==> src/rtl/cell_particle_fetcher_pkg.sv <==
// Shared constants for the cell particle fetcher.
// Holds the FSM encoding, memory read latency and default buffer depth.
package cell_particle_fetcher_pkg;

    localparam logic [2:0] S_IDLE     = 3'd0;
    localparam logic [2:0] S_RD_CNT   = 3'd1;
    localparam logic [2:0] S_WAIT_CNT = 3'd2;
    localparam logic [2:0] S_STREAM   = 3'd3;
    localparam logic [2:0] S_FINISH   = 3'd4;

    localparam int MEM_RD_LATENCY     = 2;
    localparam int DEFAULT_FIFO_DEPTH = 4;

endpackage

==> src/rtl/cell_particle_fetcher_fetch_fifo.sv <==
// Synchronous show-ahead FIFO; head entry is visible on rdata.
// Ports: clk, rst, push/wdata, pop, rdata, occupancy, empty.
module fetch_fifo #(
    parameter int WIDTH = 105,
    parameter int DEPTH = 4,
    localparam int OCC_W = $clog2(DEPTH) + 1,
    localparam int PTR_W = $clog2(DEPTH)
) (
    input  logic             clk,
    input  logic             rst,
    input  logic             push,
    input  logic [WIDTH-1:0] wdata,
    input  logic             pop,
    output logic [WIDTH-1:0] rdata,
    output logic [OCC_W-1:0] occupancy,
    output logic             empty
);

    logic [WIDTH-1:0] buf_q [DEPTH];
    logic [PTR_W-1:0] wr_q, wr_d, rd_q, rd_d;
    logic [OCC_W-1:0] occ_q, occ_d;
    logic             full, do_push, do_pop;

    assign empty     = (occ_q == '0);
    assign full      = (occ_q == OCC_W'(DEPTH));
    assign occupancy = occ_q;
    assign rdata     = buf_q[rd_q];
    assign do_pop    = pop && !empty;
    // a push into a full FIFO is fine when the head leaves this cycle
    assign do_push   = push && (!full || do_pop);

    always_comb begin
        wr_d  = wr_q;
        rd_d  = rd_q;
        occ_d = occ_q;
        if (do_push) begin
            wr_d = (wr_q == PTR_W'(DEPTH - 1)) ? '0 : wr_q + PTR_W'(1);
        end
        if (do_pop) begin
            rd_d = (rd_q == PTR_W'(DEPTH - 1)) ? '0 : rd_q + PTR_W'(1);
        end
        unique case ({do_push, do_pop})
            2'b10:   occ_d = occ_q + OCC_W'(1);
            2'b01:   occ_d = occ_q - OCC_W'(1);
            default: occ_d = occ_q;
        endcase
    end

    always_ff @(posedge clk or posedge rst) begin
        if (rst) begin
            wr_q  <= '0;
            rd_q  <= '0;
            occ_q <= '0;
            for (int i = 0; i < DEPTH; i++) begin
                buf_q[i] <= '0;
            end
        end else begin
            wr_q  <= wr_d;
            rd_q  <= rd_d;
            occ_q <= occ_d;
            if (do_push) begin
                buf_q[wr_q] <= wdata;
            end
        end
    end

endmodule

==> src/rtl/cell_particle_fetcher.sv <==
// Drains one cell's position memory: reads the count at address 0, then
// streams words 1..count out over valid/ready, tagged with id and last.
// Ports: start/busy/done/cnt_err/particle_count control, mem_* memory
// side (2-cycle read latency), out_* streaming side.
module cell_particle_fetcher
    import cell_particle_fetcher_pkg::*;
#(
    parameter int DATA_WIDTH   = 96,
    parameter int PARTICLE_NUM = 220,
    parameter int ADDR_WIDTH   = 8,
    parameter int FIFO_DEPTH   = DEFAULT_FIFO_DEPTH
) (
    input  logic                  clk,
    input  logic                  rst,
    input  logic                  start,
    output logic                  busy,
    output logic                  done,
    output logic                  cnt_err,
    output logic [ADDR_WIDTH-1:0] particle_count,
    output logic [ADDR_WIDTH-1:0] mem_address,
    output logic                  mem_rden,
    output logic                  mem_wren,
    input  logic [DATA_WIDTH-1:0] mem_q,
    output logic                  out_valid,
    input  logic                  out_ready,
    output logic [DATA_WIDTH-1:0] out_data,
    output logic [ADDR_WIDTH-1:0] out_particle_id,
    output logic                  out_last
);

    localparam int OCC_W = $clog2(FIFO_DEPTH) + 1;
    localparam int EW    = DATA_WIDTH + ADDR_WIDTH + 1;
    localparam int L     = MEM_RD_LATENCY;
    localparam logic [ADDR_WIDTH-1:0] MAX_CNT = ADDR_WIDTH'(PARTICLE_NUM - 1);

    logic [2:0]            state_q, state_d;
    logic                  wcnt_q, wcnt_d;
    logic [ADDR_WIDTH-1:0] ptr_q, ptr_d;
    logic [ADDR_WIDTH-1:0] cnt_q, cnt_d;
    logic                  err_q, err_d;
    logic [L-1:0]          infl_q, infl_d;
    logic [ADDR_WIDTH-1:0] id_q [L];
    logic [ADDR_WIDTH-1:0] id_d [L];

    logic [ADDR_WIDTH-1:0] cnt_word;
    logic [OCC_W-1:0]      occ;
    logic [OCC_W:0]        pending;
    logic [EW-1:0]         wdata, rdata;
    logic                  empty, issue, push, pop, drained;

    assign cnt_word = mem_q[ADDR_WIDTH-1:0];
    assign push     = infl_q[L-1];
    assign pop      = out_valid && out_ready;
    assign wdata    = {mem_q, id_q[L-1], id_q[L-1] == cnt_q};

    // reads are only issued when their data is guaranteed a FIFO slot
    always_comb begin
        pending = {1'b0, occ};
        for (int i = 0; i < L; i++) begin
            pending = pending + (OCC_W + 1)'(infl_q[i]);
        end
    end

    assign issue = (state_q == S_STREAM)
                && (pending < (OCC_W + 1)'(FIFO_DEPTH))
                && (ptr_q <= cnt_q);

    // exit on the cycle the final word leaves, so done follows directly
    assign drained = (ptr_q > cnt_q) && (infl_q == '0)
                  && (empty || (occ == OCC_W'(1) && pop));

    always_comb begin
        state_d = state_q;
        wcnt_d  = wcnt_q;
        ptr_d   = ptr_q;
        cnt_d   = cnt_q;
        err_d   = err_q;
        infl_d  = {infl_q[L-2:0], issue};
        id_d[0] = ptr_q;
        for (int i = 1; i < L; i++) begin
            id_d[i] = id_q[i-1];
        end
        unique case (state_q)
            S_IDLE: begin
                if (start) begin
                    state_d = S_RD_CNT;
                    err_d   = 1'b0;
                end
            end
            S_RD_CNT: begin
                state_d = S_WAIT_CNT;
                wcnt_d  = 1'b0;
            end
            S_WAIT_CNT: begin
                wcnt_d = 1'b1;
                if (wcnt_q) begin
                    // a zero count spends one empty STREAM cycle
                    state_d = S_STREAM;
                    ptr_d   = ADDR_WIDTH'(1);
                    if (cnt_word > MAX_CNT) begin
                        cnt_d = MAX_CNT;
                        err_d = 1'b1;
                    end else begin
                        cnt_d = cnt_word;
                    end
                end
            end
            S_STREAM: begin
                if (issue) begin
                    ptr_d = ptr_q + ADDR_WIDTH'(1);
                end
                if (drained) begin
                    state_d = S_FINISH;
                end
            end
            S_FINISH: state_d = S_IDLE;
            default:  state_d = S_IDLE;
        endcase
    end

    always_ff @(posedge clk or posedge rst) begin
        if (rst) begin
            state_q <= S_IDLE;
            wcnt_q  <= 1'b0;
            ptr_q   <= '0;
            cnt_q   <= '0;
            err_q   <= 1'b0;
            infl_q  <= '0;
            id_q    <= '{default: '0};
        end else begin
            state_q <= state_d;
            wcnt_q  <= wcnt_d;
            ptr_q   <= ptr_d;
            cnt_q   <= cnt_d;
            err_q   <= err_d;
            infl_q  <= infl_d;
            id_q    <= id_d;
        end
    end

    fetch_fifo #(
        .WIDTH (EW),
        .DEPTH (FIFO_DEPTH)
    ) u_fifo (
        .clk       (clk),
        .rst       (rst),
        .push      (push),
        .wdata     (wdata),
        .pop       (pop),
        .rdata     (rdata),
        .occupancy (occ),
        .empty     (empty)
    );

    assign busy            = (state_q == S_RD_CNT) || (state_q == S_WAIT_CNT)
                          || (state_q == S_STREAM);
    assign done            = (state_q == S_FINISH);
    assign cnt_err         = err_q;
    assign particle_count  = cnt_q;
    assign mem_rden        = (state_q == S_RD_CNT) || issue;
    assign mem_address     = issue ? ptr_q : '0;
    assign mem_wren        = 1'b0;
    assign out_valid       = !empty;
    assign out_data        = rdata[EW-1 -: DATA_WIDTH];
    assign out_particle_id = rdata[ADDR_WIDTH:1];
    assign out_last        = rdata[0];

endmodule

==> config.mk <==
export PLATFORM = sky130hd
export DESIGN_NAME = cell_particle_fetcher
export DESIGN_NICKNAME = d
export VERILOG_FILES = /design/src/rtl/cell_particle_fetcher_pkg.sv /design/src/rtl/cell_particle_fetcher_fetch_fifo.sv /design/src/rtl/cell_particle_fetcher.sv
export SDC_FILE = /design/constraint.sdc
export NUM_CORES = 1
export LEC_CHECK = 0
export BUFFER_PORTS_ARGS = -buffer_cell sky130_fd_sc_hd__buf_4
export CAP_MARGIN = 20
export CORE_ASPECT_RATIO = 0.75
export CORE_MARGIN = 2
export CORE_UTILIZATION = 45
export CTS_CLUSTER_SIZE = 28
export DETAILED_ROUTE_END_ITERATION = 12
export PLACE_DENSITY = 0.65
export RECOVER_POWER = 50
export SYNTH_ARGS = -nofsm -noshare
export SYNTH_HDL_FRONTEND = slang
export SYNTH_HIERARCHICAL = 1
export SYNTH_SLANG_ARGS = --single-unit
==> constraint.sdc <==
create_clock -name clk -period 13.7 [get_ports clk]
set_input_delay 0.685 -clock clk [delete_from_list [all_inputs] [get_ports clk]]
set_output_delay 0.685 -clock clk [all_outputs]
set_load 0.005 [all_outputs]
# After elaboration in Yosys (flattened, before gate mapping)
# Index checks and enable logic that the tools add are counted.
[word_totals]
wordCells = 97
input_bits = 100
regBits = 466
[classes]
n_eq_ne = 16
n_reduce_logical = 27
bitwise_logic = 2
n_lt_le_gt_ge = 7
add_sub_neg = 7
muxes = 23
[op_table]
columns = ["cell", "n"]
rows = [
  ["bitwise mux 420 bit", 1],
  ["2-to-1 mux 105 bit", 3],
  ["binary-select mux 105 bit (select 2 bit)", 1],
  ["demux 105 bit (select 2 bit)", 1],
  ["2-to-1 mux 8 bit", 4],
  ["case mux 8 bit (2 select lines)", 1],
  ["case mux 3 bit (4 select lines)", 1],
  ["inequality test 2 bit (second input constant)", 5],
  ["logical AND 1 bit", 9],
  ["2-to-1 mux 3 bit", 3],
  ["adder 8 x 1 -> 8 bit (second input constant)", 1],
  ["equality test 8 bit", 1],
  ["greater-than comparator 8 bit", 1],
  ["greater-than comparator 8 bit (second input constant)", 1],
  ["less-or-equal comparator 8 bit", 1],
  ["nonzero test 2 bit", 4],
  ["equality test 2 bit (second input constant)", 3],
  ["equality test 3 x 1 -> 1 bit (second input constant)", 2],
  ["equality test 3 x 2 -> 1 bit (second input constant)", 2],
  ["equality test 3 bit (second input constant)", 2],
  [">= comparator 3 bit (second input constant)", 2],
  ["zero test 3 bit", 2],
  ["NOT 2 -> 3 bit", 2],
  ["case mux 3 bit (2 select lines)", 1],
  ["17 further kinds", 28],
]

# Longest topological paths before layout
[logic_depth]
depth_word = 8
depth_mapped = 10
ltp_nobuf = 10

# Cells and area by module
# Netlist, hierarchy kept.
[modules_own_cells]
columns = ["mod", "cells_each", "n_inst", "area_each_um2"]
rows = [
  ["fetch_fifo", 1057, 1, 18433.9],
  ["cell_particle_fetcher", 186, 1, 1914.3],
]

# Worst setup path before layout
# No wires, ideal clock.
[synth_timing]
kind = "reg-to-reg"
start = "reg u_fifo.occ_q[0] (netlist: u_fifo/occupancy[0])"
end = "reg u_fifo.occ_q[2] (netlist: u_fifo/occupancy[2])"
period_less_slack_ns = 2.579
stages_incl_launch_ff = 11
arrival_ns = 2.500
setup_slack_ns = 11.121
path_cell_list = "dfrtp_1 -> nor3_1 -> nor2b_1 -> nor4b_4 -> nand2b_1 -> ha_1 -> inv_1 -> fa_1 -> xor2_1 -> nor2_1 -> xor2_1"
[synth_between]
elab_chain_len = 8
word_cells_on_any_way = 14
[synth_rtl]
columns = ["item", "line_no", "text"]
rows = [
  ["start, declared", "cell_particle_fetcher_fetch_fifo.sv:21", "logic [OCC_W-1:0] occ_q, occ_d;"],
  ["start signal, assigned", "cell_particle_fetcher_fetch_fifo.sv:53", "occ_q <= '0;"],
  ["start signal, assigned", "cell_particle_fetcher_fetch_fifo.sv:60", "occ_q <= occ_d;"],
  ["zero test 3 bit (*)", "cell_particle_fetcher_fetch_fifo.sv:24", "assign empty = (occ_q == '0);"],
  ["net empty", "cell_particle_fetcher.sv:49", "logic empty, issue, push, pop, drained;"],
  ["zero test 1 bit (*)", "cell_particle_fetcher.sv:163", "assign out_valid = !empty;"],
  ["logical AND 1 bit (*)", "cell_particle_fetcher.sv:53", "assign pop = out_valid && out_ready;"],
  ["net pop", "cell_particle_fetcher.sv:49", ""],
  ["logical AND 1 bit (*)", "cell_particle_fetcher_fetch_fifo.sv:28", "assign do_pop = pop && !empty;"],
  ["logical OR 1 bit", "cell_particle_fetcher_fetch_fifo.sv:30", "assign do_push = push && (!full || do_pop);"],
  ["logical AND 1 bit", "cell_particle_fetcher_fetch_fifo.sv:30", ""],
  ["equality test 2 x 1 -> 1 bit or equality test 2 bit (tied branches)", "cell_particle_fetcher_fetch_fifo.sv:42", "unique case ({do_push, do_pop})"],
  ["case mux 3 bit (2 select lines) or nonzero test 2 bit (tied branches)", "n/a", ""],
]
# Mark *: on every way through the listed nets, which the timed path passes. The rest lies on a longest branch.
# A chain may end at the register's enable or synchronous reset.

==> impl_metrics.tcl <==
set metrics [dict create \
    leakagePower_nw 10.2 \
    cts_resized 0 \
    cap_violations 8 \
    io_buffers 225 \
    die_height_um 188 \
    stdcell_count 2082 \
    yosys_warnings 6 \
    die_area_um2 47000 \
    path_max_fanout 138 \
    grt.overflow.total 0 \
    yosys_register_bits 466 \
    grt_pass1_vias 12315 \
    clock_sinks 466 \
    vias 11305 \
    clk_pin_slew_ps 60 \
    utilization 0.537 \
    final_hold_viol_count 0 \
    finalWirelength_um 43200 \
    fin_skew_ps 13.6 \
    synth_edf_count 0 \
    holdBufCountCts 0 \
    endpoint_kind "asynchronous set/reset pin" \
    ys_types 48 \
    violations "max-capacitance violations, max-slew violations" \
    tightest_slew_ps 6330 \
    ys_top_cells_by_area "dfrtp_1 57%, mux2_2 23%, mux4_2 12%" \
    fin_nets 1578 \
    grt_pass1_wl_um 70900 \
    top_usage_layer "met2" \
    cp.arrival_ps 7090 \
    wl_per_cell_um 20.7 \
    grt_antenna_before_repair 2 \
    max_freq_mhz 138 \
    grt_start_max_net_pins 139 \
    r2r_start "u_fifo/rd_q[1]$_DFFE_PP0P_" \
    final.setup.tns_ps 0 \
    use_met3 0.0450 \
    slew_violations 435 \
    syn_area_um2 20300 \
    htreeDepth 2 \
    synth_cells 1243 \
    cp.required_ps 13540 \
    powerDensity_nw_per_um2 266 \
    grtUsageMet2 0.304 \
    coreArea_um2 44700 \
    grt_util_met1 0.266 \
    root_buffer "clkbuf_16" \
    synth_top_area_cell "dfrtp_1" \
    dp_hpwl_um 26400 \
    setup_viol 0 \
    dp.cells 1996 \
    cts_tree "yes" \
    syn_nets 1360 \
    place.gp.congestion 0.781 \
    io_pins 227 \
    synth_flop_cell "dfrtp_1" \
    crit_type "in -> async" \
    clock_latency_ps 560 \
    total_power_mw 6.38 \
    outcome "complete, but fails checks" \
    rows 67 \
    critPathLaunch "rst" \
    grtUsageTotal 0.190 \
    peakVddDrop_uv 135 \
    ys_seq_area_frac 0.573 \
    hold_path.class "in -> async" \
    area_delta_synth_final_pct 18.0 \
    start_util 0.455 \
    finalCriticalPeriod_ps 7250 \
    remaining_drc_errors 0 \
    syn_avg_cell_area_um2 16.4 \
    layout-drive-gt1-share 0.568 \
    rsz0062_at_grt "false" \
    cts_setup_buffers 0 \
    yosysTopAreaCellShare 0.573 \
    ys_async_sr_fraction 1.00 \
    slew_headroom -3.24 \
    ant_nets 0 \
    vias_per_cell 5.43 \
    numCtsBuffers 47 \
    period_share 0.529 \
    cp-start-kind "input port" \
    first_pass_iters 4 \
    die_width_um 250 \
    dr.first_iter.drc_count 487 \
    cts_buffer_depth 3 \
]
==> final timing paths <==
path / depth (start not counted) / slack [ps] / to
worst min-delay path: 2 / 240 / ptr_q[1]$_DFFE_PP0P_
worst min register to register: 0 / 350 / id_q[7]$_DFF_PP0_
max in group clk: 3 / 7710 / out_particle_id[7]
worst max register to register: 3 / 9000 / u_fifo/rd_q[1]$_DFFE_PP0P_
worst max-delay path: 3 / 6450 / u_fifo/buf_q[131]$_DFFE_PP0P_
min in group clk: 0 / 350 / id_q[7]$_DFF_PP0_
==> through the flow <==
stage	setup WS, ps	instance area [um^2]	hold slack (ps)
6_report	6450	24000	242
5_1_grt	4930	24000	285
4_1_cts	9460	24000	273
3_5_place_dp	10070	22500	337
3_3_place_gp	10110	22500	332
2_1_floorplan	1130	20300	331
==> registers in the layout, indices dropped and copies added (netlist names), 2 cells and up <==
register,flops
ptr_q,8
u_fifo/wr_q,2
particle_count,8
id_q,8
u_fifo/buf_q,420
infl_q,2
id_d,8
state_q,3
u_fifo/rd_q,2
u_fifo/occupancy,3
==> cell usage after synthesis (4+ instances only) <==
cell type	count
inv_1	18
a21oi_1	9
buf_2	62
and2_1	8
ha_1	16
xnor2_1	10
buf_1	4
mux4_2	105
nand2_1	21
dfrtp_1	466
nand2b_1	4
nor3_1	5
buf_6	4
a21o_1	4
nor2_1	15
nand4_1	6
o21ai_0	14
nor2_2	5
mux2_2	424
==> critical path, stage by stage <==
cell,delay (ps)
clkbuf_1,100
clkinvlp_2,3470
clkbuf_1,2730
==> per-layer routing <==
layer  up-vias  routed length (um)
met1      6026               19700
met4         2                 779
met5         -                  10
li1       5026                   -
met2       183               20400
met3        68                2230
==> kinds of logic (layout without fill, tap and decap cells) <==
| group | count (synthesis) | after routing | share of synthesized area |
|---|---|---|---|
| XOR/XNOR | 12 | 12 | 0.00517 |
| AO/OA/AOI/OAI | 40 | 40 | 0.0126 |
| other | 1 | 3 | 0.000184 |
| AND/OR/NAND/NOR | 82 | 82 | 0.0228 |
| flip-flops | 466 | 466 | 0.573 |
| multiplexers | 532 | 532 | 0.352 |
| adder cells (fa/ha/maj) | 17 | 17 | 0.0108 |
| buffers and inverters | 93 | 344 | 0.0230 |
==> cells in the final DEF, fill, tap and decap left out, drive strengths merged, types with 3 or more instances in the layout <==
master and n:
ha 16, buf 224, mux2i 3, clkbuf 91, mux2 424, inv 17, clkinv 10, a21o 4
a21oi 10, nor3 6, nand2 21, mux4 105, nor2b 4, nand2b 4, nor2 20, dfrtp 466
o21ai 15, nand4 6, nor4 3, and2 8, xnor2 10
==> report_power, final <==
part           switching [mW]  leakage (nW)  total [mW]  internal (mW)
logic                   0.973          3.92        2.65           1.67
clock network           0.522         0.749        1.25          0.730
registers               0.420          5.50        2.48           2.06
==> area by class of cell <==
cell class              count  area (um^2)
diodes                      2         5.00
repair buffers            244         1840
clock inverters            11         83.8
clock buffers              71         1420
multi-input cells         684         8200
inverters                  18         68.8
fillers                  3621        20700
flip-flops and latches    466        11700
well taps                 586          733
No activity file was read; power rests on OpenSTA's default activity.
